### src/rtl/gpio_bit_packer.sv
// gpio_bit_packer: packs strobed GPIO bits MSB-first into WORD_W-bit words,
// emits partial words on flush (right-aligned, tagged with their length) and
// buffers the words in a first-word-fall-through FIFO drained by valid/ready.
module gpio_bit_packer #(
   parameter int WORD_W     = 8,
   parameter int FIFO_DEPTH = 8
) (
   input  logic                            clk,
   input  logic                            rst,
   input  logic                            gpio_flag,
   input  logic                            gpio_bit,
   input  logic                            flush,
   input  logic                            out_ready,
   output logic                            out_valid,
   output logic [WORD_W-1:0]               out_data,
   output logic [$clog2(WORD_W+1)-1:0]     out_len,
   output logic [$clog2(FIFO_DEPTH+1)-1:0] fifo_level,
   output logic                            overflow
);

   localparam int CW  = (WORD_W > 2) ? $clog2(WORD_W) : 1;
   localparam int LW  = $clog2(WORD_W + 1);
   localparam int AW  = $clog2(FIFO_DEPTH);
   localparam int LVW = $clog2(FIFO_DEPTH + 1);

   localparam logic [CW-1:0]  CNT_MAX  = CW'(WORD_W - 1);
   localparam logic [LVW-1:0] LVL_FULL = LVW'(FIFO_DEPTH);

   // collector state
   logic [WORD_W-1:0] r_sr;
   logic [CW-1:0]     r_bit_cnt;

   // FIFO state
   logic [WORD_W-1:0] r_mem_data [FIFO_DEPTH];
   logic [LW-1:0]     r_mem_len  [FIFO_DEPTH];
   logic [AW-1:0]     r_wr_ptr;
   logic [AW-1:0]     r_rd_ptr;
   logic [LVW-1:0]    r_level;
   logic              r_overflow;

   logic [WORD_W-1:0] w_sr_shift;
   logic [LW-1:0]     w_cnt_ext;
   logic              w_push;
   logic [WORD_W-1:0] w_push_data;
   logic [LW-1:0]     w_push_len;
   logic              w_valid;
   logic              w_pop;
   logic              w_full;
   logic              w_accept;

   assign w_sr_shift = {r_sr[WORD_W-2:0], gpio_bit};
   assign w_cnt_ext  = LW'(r_bit_cnt);

   // A word is produced when a strobe completes it, when flush coincides with
   // a strobe (the new bit is included), or when flush finds pending bits.
   assign w_push = (gpio_flag && ((r_bit_cnt == CNT_MAX) || flush)) ||
                   (!gpio_flag && flush && (r_bit_cnt != '0));

   // With a strobe the word includes the incoming bit; since sr is cleared
   // after each push, the upper bits of a partial word are already zero.
   assign w_push_data = gpio_flag ? w_sr_shift : r_sr;
   assign w_push_len  = gpio_flag ? (w_cnt_ext + LW'(1)) : w_cnt_ext;

   assign w_valid  = (r_level != '0);
   assign w_pop    = w_valid && out_ready;
   assign w_full   = (r_level == LVL_FULL);
   // A pop in the same cycle frees the slot, so a push into a full FIFO is
   // still accepted when the head is being consumed.
   assign w_accept = w_push && (!w_full || w_pop);

   // Collector: shift in strobed bits, restart cleanly after every push.
   always_ff @(posedge clk or posedge rst) begin
      if (rst) begin
         r_sr      <= '0;
         r_bit_cnt <= '0;
      end else if (w_push) begin
         r_sr      <= '0;
         r_bit_cnt <= '0;
      end else if (gpio_flag) begin
         r_sr      <= w_sr_shift;
         r_bit_cnt <= r_bit_cnt + CW'(1);
      end
   end

   // Storage array: written on accepted pushes only, contents need no reset.
   always_ff @(posedge clk) begin
      if (w_accept) begin
         r_mem_data[r_wr_ptr] <= w_push_data;
         r_mem_len[r_wr_ptr]  <= w_push_len;
      end
   end

   // FIFO bookkeeping: pointers, exact level and sticky overflow.
   always_ff @(posedge clk or posedge rst) begin
      if (rst) begin
         r_wr_ptr   <= '0;
         r_rd_ptr   <= '0;
         r_level    <= '0;
         r_overflow <= 1'b0;
      end else begin
         if (w_accept) begin
            r_wr_ptr <= r_wr_ptr + AW'(1);
         end
         if (w_pop) begin
            r_rd_ptr <= r_rd_ptr + AW'(1);
         end
         r_level <= r_level + LVW'(w_accept) - LVW'(w_pop);
         if (w_push && !w_accept) begin
            r_overflow <= 1'b1;
         end
      end
   end

   // Head entry falls through; outputs read as zero while empty.
   always_comb begin
      out_valid = w_valid;
      out_data  = '0;
      out_len   = '0;
      if (w_valid) begin
         out_data = r_mem_data[r_rd_ptr];
         out_len  = r_mem_len[r_rd_ptr];
      end
   end

   assign fifo_level = r_level;
   assign overflow   = r_overflow;

endmodule

### config.mk
export PLATFORM = sky130hd
export DESIGN_NAME = gpio_bit_packer
export DESIGN_NICKNAME = d
export VERILOG_FILES = /design/src/rtl/gpio_bit_packer.sv
export SDC_FILE = /design/constraint.sdc
export NUM_CORES = 1
export LEC_CHECK = 0
export ABC_CLOCK_PERIOD_IN_PS = 3350
export CORE_MARGIN = 1.5
export CORE_UTILIZATION = 31
export DETAILED_ROUTE_END_ITERATION = 7
export GPL_ROUTABILITY_DRIVEN = 0
export HOLD_SLACK_MARGIN = 0.15
export SLEW_MARGIN = 20
export SYNTH_ARGS = -nofsm -noshare
export SYNTH_HDL_FRONTEND = slang
export SYNTH_SLANG_ARGS = --single-unit
export TNS_END_PERCENT = 10
### constraint.sdc
create_clock -name clk -period 3.35 [get_ports clk]
set_clock_uncertainty 0.05 [all_clocks]
set_input_delay 0.5025 -clock clk [delete_from_list [all_inputs] [get_ports clk]]
set_output_delay 0.5025 -clock clk [all_outputs]
set_load 0.005 [all_outputs]
Word level (Yosys, flattened, before mapping)
Memories as Yosys holds them, arrays and structs flattened. Cells that the tools add are included.

$add $sub $neg: 6. Eq/ne operators: 2. Multiplexer cells: 9. Reductions and logical operators: 15.

Operators by type and width (count): 8-bit two-way mux (3); 3-bit by 1-bit adder with 3-bit output, second input constant (3); 4-bit two-way mux (2); 1-bit logical AND (6); 3-bit two-way mux (2); 3-bit by 1-bit adder with 4-bit output, second input constant (1); 4-bit by 1-bit adder with 4-bit output (1); 4-bit == test, second input constant (1); 4-bit nonzero test (1); 4-bit by 1-bit subtractor with 4-bit output (1); 3-bit == test, second input constant (1); 1-bit zero test (3); 1-bit logical OR (3); 3-bit nonzero test (1); 1-bit two-way mux (2); 2-bit nonzero test (1).

Flip-flop bits (word level): 22. Bits in writable memories: 96. Word-level logic and storage cells: 40. Memories kept: 2.

Memory list: r_mem_data (depth 8, width 8, rd ports 1, clocked after memory_dff 0, write ports 1, RTL line 34) `logic [WORD_W-1:0] r_mem_data [FIFO_DEPTH];`; r_mem_len (depth 8, width 4, rd ports 1, clocked after memory_dff 0, write ports 1, RTL line 35) `logic [LW-1:0] r_mem_len [FIFO_DEPTH];`.

Logic depth before layout (Yosys ltp)
Gate-level depths: netlist of the first run.

Word-level depth: 7. Mapped depth: 10.

Least setup slack after synthesis of the first run
No wires, ideal clock.

Path kind: input port to flip-flop. Start point: input port gpio_flag. End point: memory r_mem_data[0][0], enable pin. Data arrival time: 2.277 ns. Data required time: 2.888 ns. Path slack: 0.611 ns. Cell stages on the path: 5. Path buffers: 1. Cells stage by stage: buf_2 > nor2_1 > a21oi_4 > nand2_4 > nor4_1.

Cells in the longest elaborated chain, start to end: 7.

Ends and longest elaborated chain: start: declaration (RTL line 10) `input logic gpio_flag,`; 1-bit zero test (RTL line 57) `(!gpio_flag && flush && (r_bit_cnt != '0));`; 1-bit logical AND (2 in series) (RTL line 57); 1-bit logical OR * (RTL line 56) `assign w_push = (gpio_flag && ((r_bit_cnt == CNT_MAX) || flush)) ||`; 1-bit logical AND * (RTL line 69) `assign w_accept = w_push && (!w_full || w_pop);`; 1-bit two-way mux * (RTL line 87) `if (w_accept) begin`; 1-bit two-way mux (implied by the code) * (RTL line 88) `r_mem_data[r_wr_ptr] <= w_push_data;`; end: declaration (RTL line 34).

Every way passes the cells marked *; elsewhere a longest branch is shown, timed or not.

Worst setup path after layout of the first run
Start point: register r_rd_ptr[1]. End point: output port out_data[1].

Cells in the longest elaborated chain, start to end: 2.

Ends and longest elaborated chain: start: declaration (RTL line 37) `logic [AW-1:0] r_rd_ptr;`; start signal: assignment (RTL line 105) `r_rd_ptr <= r_rd_ptr + AW'(1);`; memory 8 x 8 bit; 8-bit two-way mux (RTL line 119) `if (w_valid) begin`; end: declaration (RTL line 15) `output logic [WORD_W-1:0] out_data,`.

No other way between the ends.

==> results of run 1 <==
==> cells by family after synthesis <==
kind of cell	after synthesis	share of synthesized area
and+or+nand+nor	50	0.0545
xor gates and xnor gates	7	0.0125
adders and majority gates	11	0.0297
DFF	118	0.702
buffers and inverters	32	0.0366
muxes	36	0.142
AOI/OAI and AO/OA	18	0.0223
==> final cells by class <==
class	count	area (sq um)
Fill cell	1425	9330
Clock inverter	9	76.3
Inverter	20	75.1
Sequential cell	118	3430
Clock buffer	23	488
Multi-Input combinational cell	122	1310
Timing Repair Buffer	38	343
Tap cell	211	264
==> Yosys cell counts (2+ instances only) <==
cell type / instances
sky130_fd_sc_hd__nor2b_1: 11
sky130_fd_sc_hd__inv_1: 20
sky130_fd_sc_hd__a21oi_1: 2
sky130_fd_sc_hd__ha_1: 10
sky130_fd_sc_hd__o21ai_1: 12
sky130_fd_sc_hd__nor2_1: 6
sky130_fd_sc_hd__mux2_2: 8
sky130_fd_sc_hd__nand2b_1: 4
sky130_fd_sc_hd__xnor2_1: 5
sky130_fd_sc_hd__mux4_1: 5
sky130_fd_sc_hd__nand2_1: 4
sky130_fd_sc_hd__mux2_1: 2
sky130_fd_sc_hd__mux4_2: 19
sky130_fd_sc_hd__dfrtp_1: 22
sky130_fd_sc_hd__buf_2: 7
sky130_fd_sc_hd__buf_12: 2
sky130_fd_sc_hd__nor3_1: 5
sky130_fd_sc_hd__xor2_1: 2
sky130_fd_sc_hd__nand3_1: 16
sky130_fd_sc_hd__edfxtp_1: 96
==> metrics by stage <==
stage	instances	utilization	setup slack [ns]	total power, W
after floorplan	272	-	0.611	0.00311
after CTS	541	0.391	0.179	0.00547
after global placement	509	0.354	0.583	0.00373
after detailed placement	509	0.354	0.534	0.00377
after global routing	541	0.391	0.107	0.00570
final	541	0.391	0.250	0.00539
==> how the worst max path moves through the flow <==
stage | startpoint | slack [ns] | to | cells after the start
after global routing | r_rd_ptr[1] | 0.11 | out_data[2] | 5
final | r_rd_ptr[1] | 0.25 | out_data[1] | 5
after detailed placement | gpio_flag | 0.53 | fifo_level[2] | 9
after CTS | r_rd_ptr[1] | 0.18 | out_data[1] | 5
after floorplan | gpio_flag | 0.61 | r_mem_data[0][0] | 5
after global placement | gpio_flag | 0.58 | fifo_level[1] | 9
==> worst register-to-register path: stages, from the launching register on <==
cell	delay [ns]
sky130_fd_sc_hd__dfrtp_1	0.38
sky130_fd_sc_hd__ha_1	0.17
sky130_fd_sc_hd__ha_1	0.14
sky130_fd_sc_hd__a21oi_1	0.09
sky130_fd_sc_hd__a21oi_4	0.43
sky130_fd_sc_hd__nand2_4	0.17
sky130_fd_sc_hd__mux2i_1	0.18
sky130_fd_sc_hd__ha_1	0.18
sky130_fd_sc_hd__inv_1	0.05
sky130_fd_sc_hd__fa_1	0.47
sky130_fd_sc_hd__inv_1	0.04
==> placed cells by master, fill, tap and decap left out, drive strengths merged, types with 6 or more instances in the layout <==
cell	count
inv	20
edfxtp	96
nand3	16
nand2	6
nor2	6
dfrtp	22
clkbuf	23
mux2	11
mux4	24
clkdlybuf4s50	23
buf	15
ha	10
nor2b	11
o21ai	13
==> power groups by stage <==
stage	logic (W)	registers, W	clock network [W]
after floorplan	0.00111	0.00200	0
after global placement	0.00166	0.00207	0
after detailed placement	0.00169	0.00208	0
after CTS	0.00170	0.00205	0.00173
after global routing	0.00184	0.00208	0.00179
final	0.00165	0.00204	0.00170
==> per-layer routing <==
| layer | share of wire | routed length (um) |
|---|---|---|
| met3 | 0.055 | 524 |
| met1 | 0.48 | 4550 |
| met2 | 0.46 | 4380 |
| met4 | 0.011 | 109 |
| met5 | 0 | 0 |
==> sequential cells by signal, summed over array words and instances, names as in the netlist <==
signal and count:
r_mem_data 64, r_wr_ptr 3, overflow 1, r_sr 8, r_rd_ptr 3, fifo_level 4, r_mem_len 32, r_bit_cnt 3
==> impl_table.tex, run 1 <==
\begin{tabular}{lr}
\hline
Metric & Value \\
\hline
\multicolumn{2}{l}{\textbf{Route}} \\
Drt pass-1 iters & 4 \\
Initial detailed-routing violation count & 237 \\
Via Count & 2,442 \\
Vias per std cell & 4.51 \\
Final wirelength & 9.56 mm \\
WL per Instance & 17.7 um \\
Final ANT Viol Nets & 0 \\
Total DRC errors in the routed layout & 0 \\
\multicolumn{2}{l}{\textbf{CTS}} \\
Hold-fix buffers at CTS & 0 \\
Post-CTS sizing & 0 \\
Longest Clk Path Bufs & 2 \\
TritonCTS sink count & 118 \\
Number of buffers inserted during clock tree synthesis & 17 \\
Clk Tree Root Cell & sky130\_fd\_sc\_hd\_\_clkbuf\_16 \\
CTS HTree Levels & 4 \\
Insertion delay to the later sink of the worst-skew pair & 0.41 ns \\
Clock-pin slew of the registers on the worst-case setup and hold paths & 0.06 ns \\
TritonCTS clock tree & yes \\
Post-CTS Setup Inserts & 0 \\
\multicolumn{2}{l}{\textbf{Yosys}} \\
Fraction of synthesis flops using an asynchronous set or reset pin & 0.186 \\
Synth warn & 0 \\
Unique masters post-synth & 34 \\
Cell type with the largest total area after synthesis & sky130\_fd\_sc\_hd\_\_edfxtp\_1 \\
Number of synthesized register bits & 118 \\
Number of enable-type register cells in the synthesized netlist & 96 \\
Nets in the synthesized netlist & 289 \\
Syn Area/Cell & 18.0 sq um \\
Main synth FF type & sky130\_fd\_sc\_hd\_\_edfxtp\_1 \\
Leading post-synthesis cells by cell area & sky130\_fd\_sc\_hd\_\_edfxtp\_1 59\%, sky130\_fd\_sc\_hd\_\_dfrtp\_1 11\%, sky130\_fd\_sc\_hd\_\_mux4\_2 8.7\%, sky130\_fd\_sc\_hd\_\_mux4\_1 2.7\%, sky130\_fd\_sc\_hd\_\_ha\_1 2.6\% \\
Register area share after synthesis & 0.702 \\
Proportion of netlist area held by the largest area contributor & 0.589 \\
Count of mapped cells out of synthesis & 272 \\
Post-synthesis instance area & 0.00489 sq mm \\
\multicolumn{2}{l}{\textbf{Pwr}} \\
Seq pwr share & 0.379 \\
Maximum vdd drop & 0.361 mV \\
Static leakage & 2.19 nW \\
Cell Pwr Density & 901 mW/mm\^{}2 \\
Switching share of total power & 0.289 \\
Logic pwr share & 0.306 \\
Clock share of power & 0.315 \\
Internal Dissipation & 0.00383 W \\
NetSw & 0.00156 W \\
\multicolumn{2}{l}{\textbf{Critical path}} \\
Worst-case register-to-register setup slack & 0.90 ns \\
Element type at the critical path start & flip-flop \\
Worst path arrival time & 2.55 ns \\
Type of the worst setup path & reg -> out \\
Required arrival time at the worst endpoint & 2.80 ns \\
Critical R2R Launch & r\_bit\_cnt[0] \\
Reg2Reg Depth & 10 \\
Maximum fanout along the worst path & 18 \\
Largest stage delay on the critical path & 0.90 ns \\
Kind of capture point of the worst setup path & output pin \\
CP cell instances & buf\_4, mux4\_2, nand3\_1, o21ai\_1, clkdlybuf4s50\_1 \\
Combined buffer and inverter count along the critical path & 2 \\
CP max-delay cell & sky130\_fd\_sc\_hd\_\_dfrtp\_1 \\
End of the worst register-to-register path & fifo\_level[1] \\
Cell type group with the largest total delay on the critical path & flip-flops \\
\multicolumn{2}{l}{\textbf{STA}} \\
Worst-case hold slack & 0.428 ns \\
Unrepaired setup endpoints after global routing & false \\
Maximum clock frequency & 0.323 GHz \\
Final-report setup violation count & 0 \\
Final Hold Vio Count & 0 \\
Period Utilization, post-route & 0.925 \\
Fin crit period & 3.10 ns \\
Max Transition Viols Final & 0 \\
Slew of the pin with the lowest slew margin & 1.00 ns \\
Final total negative setup slack & 0 ns \\
Worst relative slew slack & 0.326 \\
\multicolumn{2}{l}{\textbf{Global route}} \\
Global routing usage summed across all routing layers & 0.129 \\
Maximum number of pins on one net before global-route repair & 27 \\
Antenna violations before repair & 0 \\
Global-route wire length before repair & 15.1 mm \\
Met2 routing resource usage after global routing & 0.188 \\
Global-route met1 utilization & 0.181 \\
Global routing's busiest layer & met2 \\
GRT overflow & 0 \\
Met3 Track Usage GR & 0.0370 \\
Vias in the first global route & 2,570 \\
\multicolumn{2}{l}{\textbf{Cells and area}} \\
Nets & 334 \\
Number of antenna repair diodes & 0 \\
Growth of design area from synthesis to finish & 22.4\% \\
Post-route cell area & 0.00598 sq mm \\
Share of layout cells above drive strength 1 & 0.242 \\
\multicolumn{2}{l}{\textbf{Floorplan}} \\
Die span in y & 129 um \\
Row Count & 45 \\
Die Span X & 129 um \\
Initial core utilization & 0.319 \\
Boundary pin count & 24 \\
Die Outline Area & 0.0165 sq mm \\
CORE AREA & 0.0153 sq mm \\
\multicolumn{2}{l}{\textbf{Flow run}} \\
Number of maximum-capacitance constraint violations & 0 \\
\multicolumn{2}{l}{\textbf{Worst hold path}} \\
Worst hold path cell count & 1 \\
Hold Path End & overflow \\
Worst Hold Class & reg -> reg \\
Startpoint of the tightest hold check path & overflow \\
\multicolumn{2}{l}{\textbf{Placed design}} \\
HPWL after DPL & 5.65 mm \\
Port Buffers & 23 \\
Cell area reported after detailed placement & 0.00542 sq mm \\
\multicolumn{2}{l}{\textbf{Outcome}} \\
Outcome & complete, no violations \\
\hline
\end{tabular}
No activity file was read; power rests on OpenSTA's default activity.
==> inputs of run 2 (changes only) <==
--- a/config.mk
+++ b/config.mk
@@ -5,12 +5,13 @@
 export SDC_FILE = /design/constraint.sdc
 export NUM_CORES = 1
 export LEC_CHECK = 0
-export ABC_CLOCK_PERIOD_IN_PS = 3350
+export ABC_CLOCK_PERIOD_IN_PS = 3700
 export CORE_MARGIN = 1.5
-export CORE_UTILIZATION = 31
+export CORE_UTILIZATION = 60
 export DETAILED_ROUTE_END_ITERATION = 7
 export GPL_ROUTABILITY_DRIVEN = 0
 export HOLD_SLACK_MARGIN = 0.15
+export PLACE_DENSITY = 0.79
 export SLEW_MARGIN = 20
 export SYNTH_ARGS = -nofsm -noshare
 export SYNTH_HDL_FRONTEND = slang
==> constraint.sdc (replaced) <==
create_clock -name clk -period 3.7 [get_ports clk]
set_clock_uncertainty 0.05 [all_clocks]
set_input_delay 0.555 -clock clk [delete_from_list [all_inputs] [get_ports clk]]
set_output_delay 0.555 -clock clk [all_outputs]
set_load 0.005 [all_outputs]
==> run 2 against run 1 <==
  * Count of clock-buffer cells in the layout decreased by 5
  * Final cell count decreased by 20%
  * First-iteration DRC count increased by 31%
  * Combinational power decreased by 12%
  * Routed wire length decreased by 0.22%
  * Register-to-register slack improved by 0.31 ns
  * Clock power decreased by 6%
  * Sequential power decreased by 7%
  * Sequential cell count unchanged
  * Sequential share of layout area increased by 1.1 points
==> impl_table.tex, run 2 (synthesized netlist as in run 1, its figures left out) <==
\begin{tabular}{lr}
\hline
Metric & Value \\
\hline
\multicolumn{2}{l}{\textbf{Global route}} \\
Vias in the first global route & 2,683 (+4.4\%) \\
Maximum number of pins on one net before global-route repair & 27 (unchanged) \\
Global routing usage summed across all routing layers & 0.253 (+0.124) \\
GRT overflow & 0 (unchanged) \\
Global-route wire length before repair & 15.2 mm (+0.36\%) \\
Antenna violations before repair & 0 (unchanged) \\
\multicolumn{2}{l}{\textbf{STA}} \\
Maximum clock frequency & 0.320 GHz \\
Slew of the pin with the lowest slew margin & 0.924 ns (-0.0766 ns) \\
Final total negative setup slack & 0 ns (unchanged) \\
Period Utilization, post-route & 0.845 \\
Final-report setup violation count & 0 (unchanged) \\
Final Hold Vio Count & 0 (unchanged) \\
Unrepaired setup endpoints after global routing & false \\
Worst relative slew slack & 0.380 (+0.0534) \\
Max Transition Viols Final & 0 (unchanged) \\
Fin crit period & 3.13 ns \\
\multicolumn{2}{l}{\textbf{Placed design}} \\
HPWL after DPL & 5.29 mm (-6.4\%) \\
Number of cells after detailed placement & 400 (-21\%) \\
Port Buffers & 23 (unchanged) \\
\multicolumn{2}{l}{\textbf{Critical path}} \\
CP max-delay cell & sky130\_fd\_sc\_hd\_\_mux4\_1 \\
Cell type group with the largest total delay on the critical path & buffers and inverters \\
CP cell instances & buf\_12, mux4\_1, inv\_1, o21ai\_1, clkdlybuf4s50\_1 \\
Required arrival time at the worst endpoint & 3.09 ns (+0.29 ns) \\
Worst path arrival time & 2.52 ns (-0.03 ns) \\
Largest stage delay on the critical path & 0.62 ns (-0.28 ns) \\
Combined buffer and inverter count along the critical path & 3 (+1) \\
Element type at the critical path start & flip-flop \\
Maximum fanout along the worst path & 22 (+4) \\
Kind of capture point of the worst setup path & output pin \\
Type of the worst setup path & reg -> out \\
\multicolumn{2}{l}{\textbf{CTS}} \\
Post-CTS Setup Inserts & 0 (unchanged) \\
Clock-pin slew of the registers on the worst-case setup and hold paths & 0.06 ns (about the same) \\
Post-CTS sizing & 0 (unchanged) \\
Hold-fix buffers at CTS & 0 (unchanged) \\
Clk Tree Root Cell & sky130\_fd\_sc\_hd\_\_clkbuf\_8 \\
TritonCTS clock tree & yes \\
TritonCTS sink count & 118 (unchanged) \\
CTS HTree Levels & 4 (unchanged) \\
Number of buffers inserted during clock tree synthesis & 17 (unchanged) \\
Longest Clk Path Bufs & 2 (unchanged) \\
Insertion delay to the later sink of the worst-skew pair & 0.52 ns (+0.11 ns) \\
\multicolumn{2}{l}{\textbf{Outcome}} \\
Outcome & complete, no violations \\
\multicolumn{2}{l}{\textbf{Route}} \\
Final ANT Viol Nets & 0 (unchanged) \\
Vias per std cell & 5.98 (+33\%) \\
WL per Instance & 22.1 um (+25\%) \\
Total DRC errors in the routed layout & 0 (unchanged) \\
Final wirelength & 9.54 mm (-0.22\%) \\
Drt pass-1 iters & 4 (unchanged) \\
Initial detailed-routing violation count & 311 (+31\%) \\
Via Count & 2,585 (+5.9\%) \\
\multicolumn{2}{l}{\textbf{Floorplan}} \\
Die Span X & 93.3 um (-27\%) \\
Die span in y & 93.3 um (-27\%) \\
CORE AREA & 0.00781 sq mm (-49\%) \\
Boundary pin count & 24 (unchanged) \\
Initial core utilization & 0.626 (+0.307) \\
Row Count & 32 (-29\%) \\
Die Outline Area & 0.00870 sq mm (-47\%) \\
\multicolumn{2}{l}{\textbf{Cells and area}} \\
Leading cell type in the layout, fill and taps excluded & sky130\_fd\_sc\_hd\_\_edfxtp\_1 \\
Register ranked first by flip-flop count & r\_mem\_data \\
Nets & 334 (unchanged) \\
Fillers & 447 (-69\%) \\
Largest register FFs & 64 (unchanged) \\
Regs by FF count & r\_mem\_data: 64 flops, r\_mem\_len: 32 flops, r\_sr: 8 flops \\
Area taken by flip-flops and latches & 0.00343 sq mm (about the same) \\
Multi-input combinational cell area & 0.00131 sq mm (unchanged) \\
Growth of design area from synthesis to finish & 20.1\% \\
Number of standard cells in the layout, taps in and fillers out & 432 (-20\%) \\
Leading cell types in the layout, fill and taps excluded & 96 x sky130\_fd\_sc\_hd\_\_edfxtp\_1, 23 x sky130\_fd\_sc\_hd\_\_clkdlybuf4s50\_1, 21 x sky130\_fd\_sc\_hd\_\_dfrtp\_1 \\
Number of antenna repair diodes & 0 (unchanged) \\
Share of layout cells above drive strength 1 & 0.242 (unchanged) \\
\multicolumn{2}{l}{\textbf{Worst hold path}} \\
Worst Hold Class & reg -> reg \\
\multicolumn{2}{l}{\textbf{Flow run}} \\
Number of maximum-capacitance constraint violations & 0 (unchanged) \\
\multicolumn{2}{l}{\textbf{Pwr}} \\
Cell Pwr Density & 841 mW/mm\^{}2 (-6.7\%) \\
Static leakage & 2.20 nW (+0.23\%) \\
Maximum vdd drop & 0.523 mV (+45\%) \\
\hline
\end{tabular}
## run 2: cell types whose count changed in the layout (fill, tap and decap cells not counted), moves of 2 or more
cell                        before  now
sky130_fd_sc_hd__clkinv_4        0    3
sky130_fd_sc_hd__bufinv_16       1    3
sky130_fd_sc_hd__clkbuf_8        4    1
sky130_fd_sc_hd__clkinv_1        1    3
sky130_fd_sc_hd__clkinv_2        4    2
## run 2: routing by layer
| metal | GRT usage | share of wire |
|---|---|---|
| met1 | 0.324 | 0.40 |
| met3 | 0.0927 | 0.070 |
| met5 | 0 | 0 |
| met4 | 0.120 | 0.016 |
| met2 | 0.388 | 0.52 |
## run 2: final timing paths
kind                              startpoint       endpoint  slack [ns]  depth (start not counted)
min in group asynchronous                rst        r_sr[7]        0.47                          2
max in group asynchronous                rst    r_rd_ptr[1]        2.53                          2
worst max register to register  r_bit_cnt[0]  fifo_level[3]        1.21                         10
worst min register to register      overflow       overflow        0.44                          1
worst max-delay path             r_rd_ptr[0]     out_len[3]        0.57                          5
worst min-delay path                overflow       overflow        0.44                          1
## run 2: cell type report
class,count,share of cell area
tap,102,0.0217
clock buffer,18,0.0711
sequential,118,0.585
timing repair buffer,38,0.0605
multi-input combinational,122,0.222
clock inverter,14,0.0273
inverter,20,0.0128
## run 2: power breakdown
| group | total (W) | internal [W] | leakage [nW] | switching [W] |
|---|---|---|---|---|
| combinational | 0.00145 | 0.000789 | 0.757 | 0.000661 |
| sequential | 0.00189 | 0.00171 | 1.17 | 0.000186 |
| clock | 0.00160 | 0.00102 | 0.273 | 0.000579 |
| total | 0.00494 | 0.00351 | 2.20 | 0.00143 |
## run 2: per-stage QoR
stage	hold slack, ns	utilization	cell area, sq um	worst slack, ns	total power [W]
final	0.440	0.753	5880	0.572	0.00494
after global routing	0.453	0.753	5880	0.411	0.00518
after CTS	0.443	0.753	5880	0.534	0.00499
after detailed placement	0.422	0.679	5300	0.882	0.00337
after global placement	0.417	0.678	5300	0.869	0.00333
after floorplan	0.410	-	4890	0.908	0.00282
==> inputs of run 3 (changes only) <==
--- a/config.mk
+++ b/config.mk
@@ -5,13 +5,13 @@
 export SDC_FILE = /design/constraint.sdc
 export NUM_CORES = 1
 export LEC_CHECK = 0
-export ABC_CLOCK_PERIOD_IN_PS = 3700
+export ABC_CLOCK_PERIOD_IN_PS = 2900
 export CORE_MARGIN = 1.5
-export CORE_UTILIZATION = 60
+export CORE_UTILIZATION = 59
 export DETAILED_ROUTE_END_ITERATION = 7
 export GPL_ROUTABILITY_DRIVEN = 0
 export HOLD_SLACK_MARGIN = 0.15
-export PLACE_DENSITY = 0.79
+export PLACE_DENSITY = 0.78
 export SLEW_MARGIN = 20
 export SYNTH_ARGS = -nofsm -noshare
 export SYNTH_HDL_FRONTEND = slang
==> constraint.sdc (replaced) <==
create_clock -name clk -period 2.9 [get_ports clk]
set_clock_uncertainty 0.05 [all_clocks]
set_input_delay 0.435 -clock clk [delete_from_list [all_inputs] [get_ports clk]]
set_output_delay 0.435 -clock clk [all_outputs]
set_load 0.005 [all_outputs]
==> run 3 against run 2 <==
  * Worst hold slack worse by 0.072 ns
  * Power rose by 27%
  * Register-to-register slack got worse by 0.57 ns
  * Sequential cell count is the same
  * Utilization fell by 2.9 points
  * Count of clock-buffer cells in the layout stayed put
  * Sequential power up 23%
  * Global-route usage fell by 0.44 points
  * Worst setup slack got worse by 0.47 ns
  * Highest routed layer unchanged
==> impl_table.tex, run 3 (synthesized netlist as in run 1, its figures left out) <==
\begin{tabular}{lr}
\hline
Metric & Value \\
\hline
\multicolumn{2}{l}{\textbf{Global route}} \\
Global-route wire length before repair & 15.1 mm (-0.82\%) \\
Maximum number of pins on one net before global-route repair & 23 (-15\%) \\
Global routing usage summed across all routing layers & 0.249 (-0.00437) \\
Antenna violations before repair & 0 (unchanged) \\
GRT overflow & 0 (unchanged) \\
Vias in the first global route & 2,734 (+1.9\%) \\
\multicolumn{2}{l}{\textbf{CTS}} \\
Clock-pin slew of the registers on the worst-case setup and hold paths & 0.06 ns (about the same) \\
Post-CTS Setup Inserts & 0 (unchanged) \\
Longest Clk Path Bufs & 2 (unchanged) \\
CTS HTree Levels & 4 (unchanged) \\
Number of buffers inserted during clock tree synthesis & 17 (unchanged) \\
TritonCTS sink count & 118 (unchanged) \\
Clk Tree Root Cell & sky130\_fd\_sc\_hd\_\_clkbuf\_8 \\
TritonCTS clock tree & yes \\
Insertion delay to the later sink of the worst-skew pair & 0.51 ns (about the same) \\
\multicolumn{2}{l}{\textbf{Critical path}} \\
Critical R2R Launch & r\_bit\_cnt[0] \\
Largest stage delay on the critical path & 0.55 ns (-0.07 ns) \\
Maximum fanout along the worst path & 14 (-36\%) \\
Type of the worst setup path & reg -> out \\
End of the worst register-to-register path & fifo\_level[3] \\
Kind of capture point of the worst setup path & output pin \\
Required arrival time at the worst endpoint & 2.41 ns (-0.68 ns) \\
Worst-case register-to-register setup slack & 0.64 ns (-0.57 ns) \\
Start point of the critical path & r\_rd\_ptr[0] \\
Worst path arrival time & 2.31 ns (-0.21 ns) \\
Element type at the critical path start & flip-flop \\
Cell type group with the largest total delay on the critical path & buffers and inverters \\
Combined buffer and inverter count along the critical path & 2 (-1) \\
Reg2Reg Depth & 9 (-1) \\
CP max-delay cell & sky130\_fd\_sc\_hd\_\_mux4\_2 \\
CP cell instances & buf\_6, mux4\_2, nand3\_1, o21ai\_1, clkdlybuf4s50\_1 \\
\multicolumn{2}{l}{\textbf{Cells and area}} \\
Fillers & 470 (+5.1\%) \\
Leading cell types in the layout, fill and taps excluded & 96 x sky130\_fd\_sc\_hd\_\_edfxtp\_1, 23 x sky130\_fd\_sc\_hd\_\_clkdlybuf4s50\_1, 22 x sky130\_fd\_sc\_hd\_\_dfrtp\_1 \\
Growth of design area from synthesis to finish & 20.4\% \\
Number of standard cells in the layout, taps in and fillers out & 438 (+1.4\%) \\
Share of layout cells above drive strength 1 & 0.246 (+0.00382) \\
Largest register FFs & 64 (unchanged) \\
Nets & 339 (+1.5\%) \\
Final Util & 0.724 (-0.0287) \\
Register ranked first by flip-flop count & r\_mem\_data \\
Leading cell type in the layout, fill and taps excluded & sky130\_fd\_sc\_hd\_\_edfxtp\_1 \\
Number of antenna repair diodes & 0 (unchanged) \\
Post-route cell area & 0.00589 sq mm (+0.21\%) \\
Regs by FF count & r\_mem\_data: 64 flops, r\_mem\_len: 32 flops, r\_sr: 8 flops \\
\multicolumn{2}{l}{\textbf{Pwr}} \\
Switching share of total power & 0.284 (-0.00464) \\
Internal Dissipation & 0.00450 W (+28\%) \\
Seq pwr share & 0.370 (-0.013) \\
Clock share of power & 0.311 (-0.012) \\
Logic pwr share & 0.319 (+0.025) \\
Maximum vdd drop & 0.684 mV (+31\%) \\
NetSw & 0.00179 W (+25\%) \\
Cell Pwr Density & 1070 mW/mm\^{}2 (+27\%) \\
Static leakage & 2.22 nW (+1.0\%) \\
\multicolumn{2}{l}{\textbf{STA}} \\
Max Transition Viols Final & 0 (unchanged) \\
Worst relative slew slack & 0.411 (+0.0314) \\
Final total negative setup slack & 0 ns (unchanged) \\
Final Hold Vio Count & 0 (unchanged) \\
Final-report setup violation count & 0 (unchanged) \\
Unrepaired setup endpoints after global routing & true \\
Slew of the pin with the lowest slew margin & 0.883 ns (-0.0409 ns) \\
Maximum clock frequency & 0.358 GHz \\
Period Utilization, post-route & 0.964 \\
Fin crit period & 2.80 ns \\
\multicolumn{2}{l}{\textbf{Floorplan}} \\
Die Outline Area & 0.00884 sq mm (+1.6\%) \\
CORE AREA & 0.00813 sq mm (+4.2\%) \\
Boundary pin count & 24 (unchanged) \\
Die Span X & 94.0 um (+0.81\%) \\
Row Count & 33 (+3.1\%) \\
Die span in y & 94.0 um (+0.81\%) \\
Initial core utilization & 0.601 (-0.0252) \\
\multicolumn{2}{l}{\textbf{Route}} \\
Total DRC errors in the routed layout & 0 (unchanged) \\
Vias per std cell & 5.84 (-2.4\%) \\
Initial detailed-routing violation count & 227 (-27\%) \\
Final ANT Viol Nets & 0 (unchanged) \\
Via Count & 2,559 (-1.0\%) \\
Drt pass-1 iters & 4 (unchanged) \\
WL per Instance & 21.5 um (-2.7\%) \\
Final wirelength & 9.41 mm (-1.4\%) \\
\multicolumn{2}{l}{\textbf{Placed design}} \\
Port Buffers & 23 (unchanged) \\
Number of cells after detailed placement & 408 (+2.0\%) \\
Cell area reported after detailed placement & 0.00533 sq mm (+0.52\%) \\
HPWL after DPL & 5.73 mm (+8.4\%) \\
\multicolumn{2}{l}{\textbf{Worst hold path}} \\
Worst Hold Class & in -> async \\
\multicolumn{2}{l}{\textbf{Outcome}} \\
Outcome & complete, no violations \\
\multicolumn{2}{l}{\textbf{Flow run}} \\
Number of maximum-capacitance constraint violations & 0 (unchanged) \\
\hline
\end{tabular}
-- run 3: cell count changes in the layout (fill, tap and decap cells not counted) --
cell                         delta
sky130_fd_sc_hd__buf_4          +4
sky130_fd_sc_hd__buf_6          +2
sky130_fd_sc_hd__clkinv_2       +2
sky130_fd_sc_hd__clkinv_4       -2
sky130_fd_sc_hd__clkinvlp_4     -2
sky130_fd_sc_hd__buf_12         -1
sky130_fd_sc_hd__dfrtp_1        +1
sky130_fd_sc_hd__dfrtp_2        -1
-- run 3: how the worst max path moves through the flow --
stage	to	slack, ns	cells after the start
finish	out_data[2]	0.10	5
global route	out_data[0]	-0.006	5
CTS	out_data[2]	0.03	5
detailed placement	fifo_level[2]	0.34	9
global placement	fifo_level[1]	0.38	9
floorplan	r_mem_data[0][0]	0.17	6
-- run 3: layout make-up --
cell class                 count  area [sq um]  area share
sequential                   118          3430       0.583
multi-input combinational    122          1310       0.222
clock buffer                  18           418      0.0710
timing repair buffer          43           388      0.0659
clock inverter                12           138      0.0234
tap                          105           131      0.0223
inverter                      20          75.1      0.0127
-- run 3: what timing repair did --
action | 4_1_cts | 5_1_grt
resized for setup | 0 | 2
endpoints found under the setup margin | 0 | 8
hold endpoints to repair | 0 | 0
hold buffers | 0 | 0
-- run 3: through the flow --
step           setup WS [ns]  total power, W  hold WS (ns)
6_report               0.104         0.00629         0.367
5_1_grt             -0.00630         0.00661         0.434
4_1_cts               0.0328         0.00632         0.371
3_5_place_dp           0.340         0.00436         0.428
3_3_place_gp           0.375         0.00430         0.409
2_1_floorplan          0.175         0.00359         0.374
-- run 3: per-layer routing --
layer | wire [um] | GRT usage
met5 | 0 | 0
met4 | 154 | 0.108
met3 | 754 | 0.0769
met2 | 4740 | 0.406
met1 | 3760 | 0.309
-- run 3: power by group through the flow --
stage                     clock [W]  combinational, W  sequential (W)
after floorplan                   0           0.00128         0.00232
after global placement            0           0.00196         0.00233
after detailed placement          0           0.00201         0.00235
after CTS                   0.00197           0.00203         0.00232
after global routing        0.00206           0.00220         0.00235
final                       0.00196           0.00200         0.00233
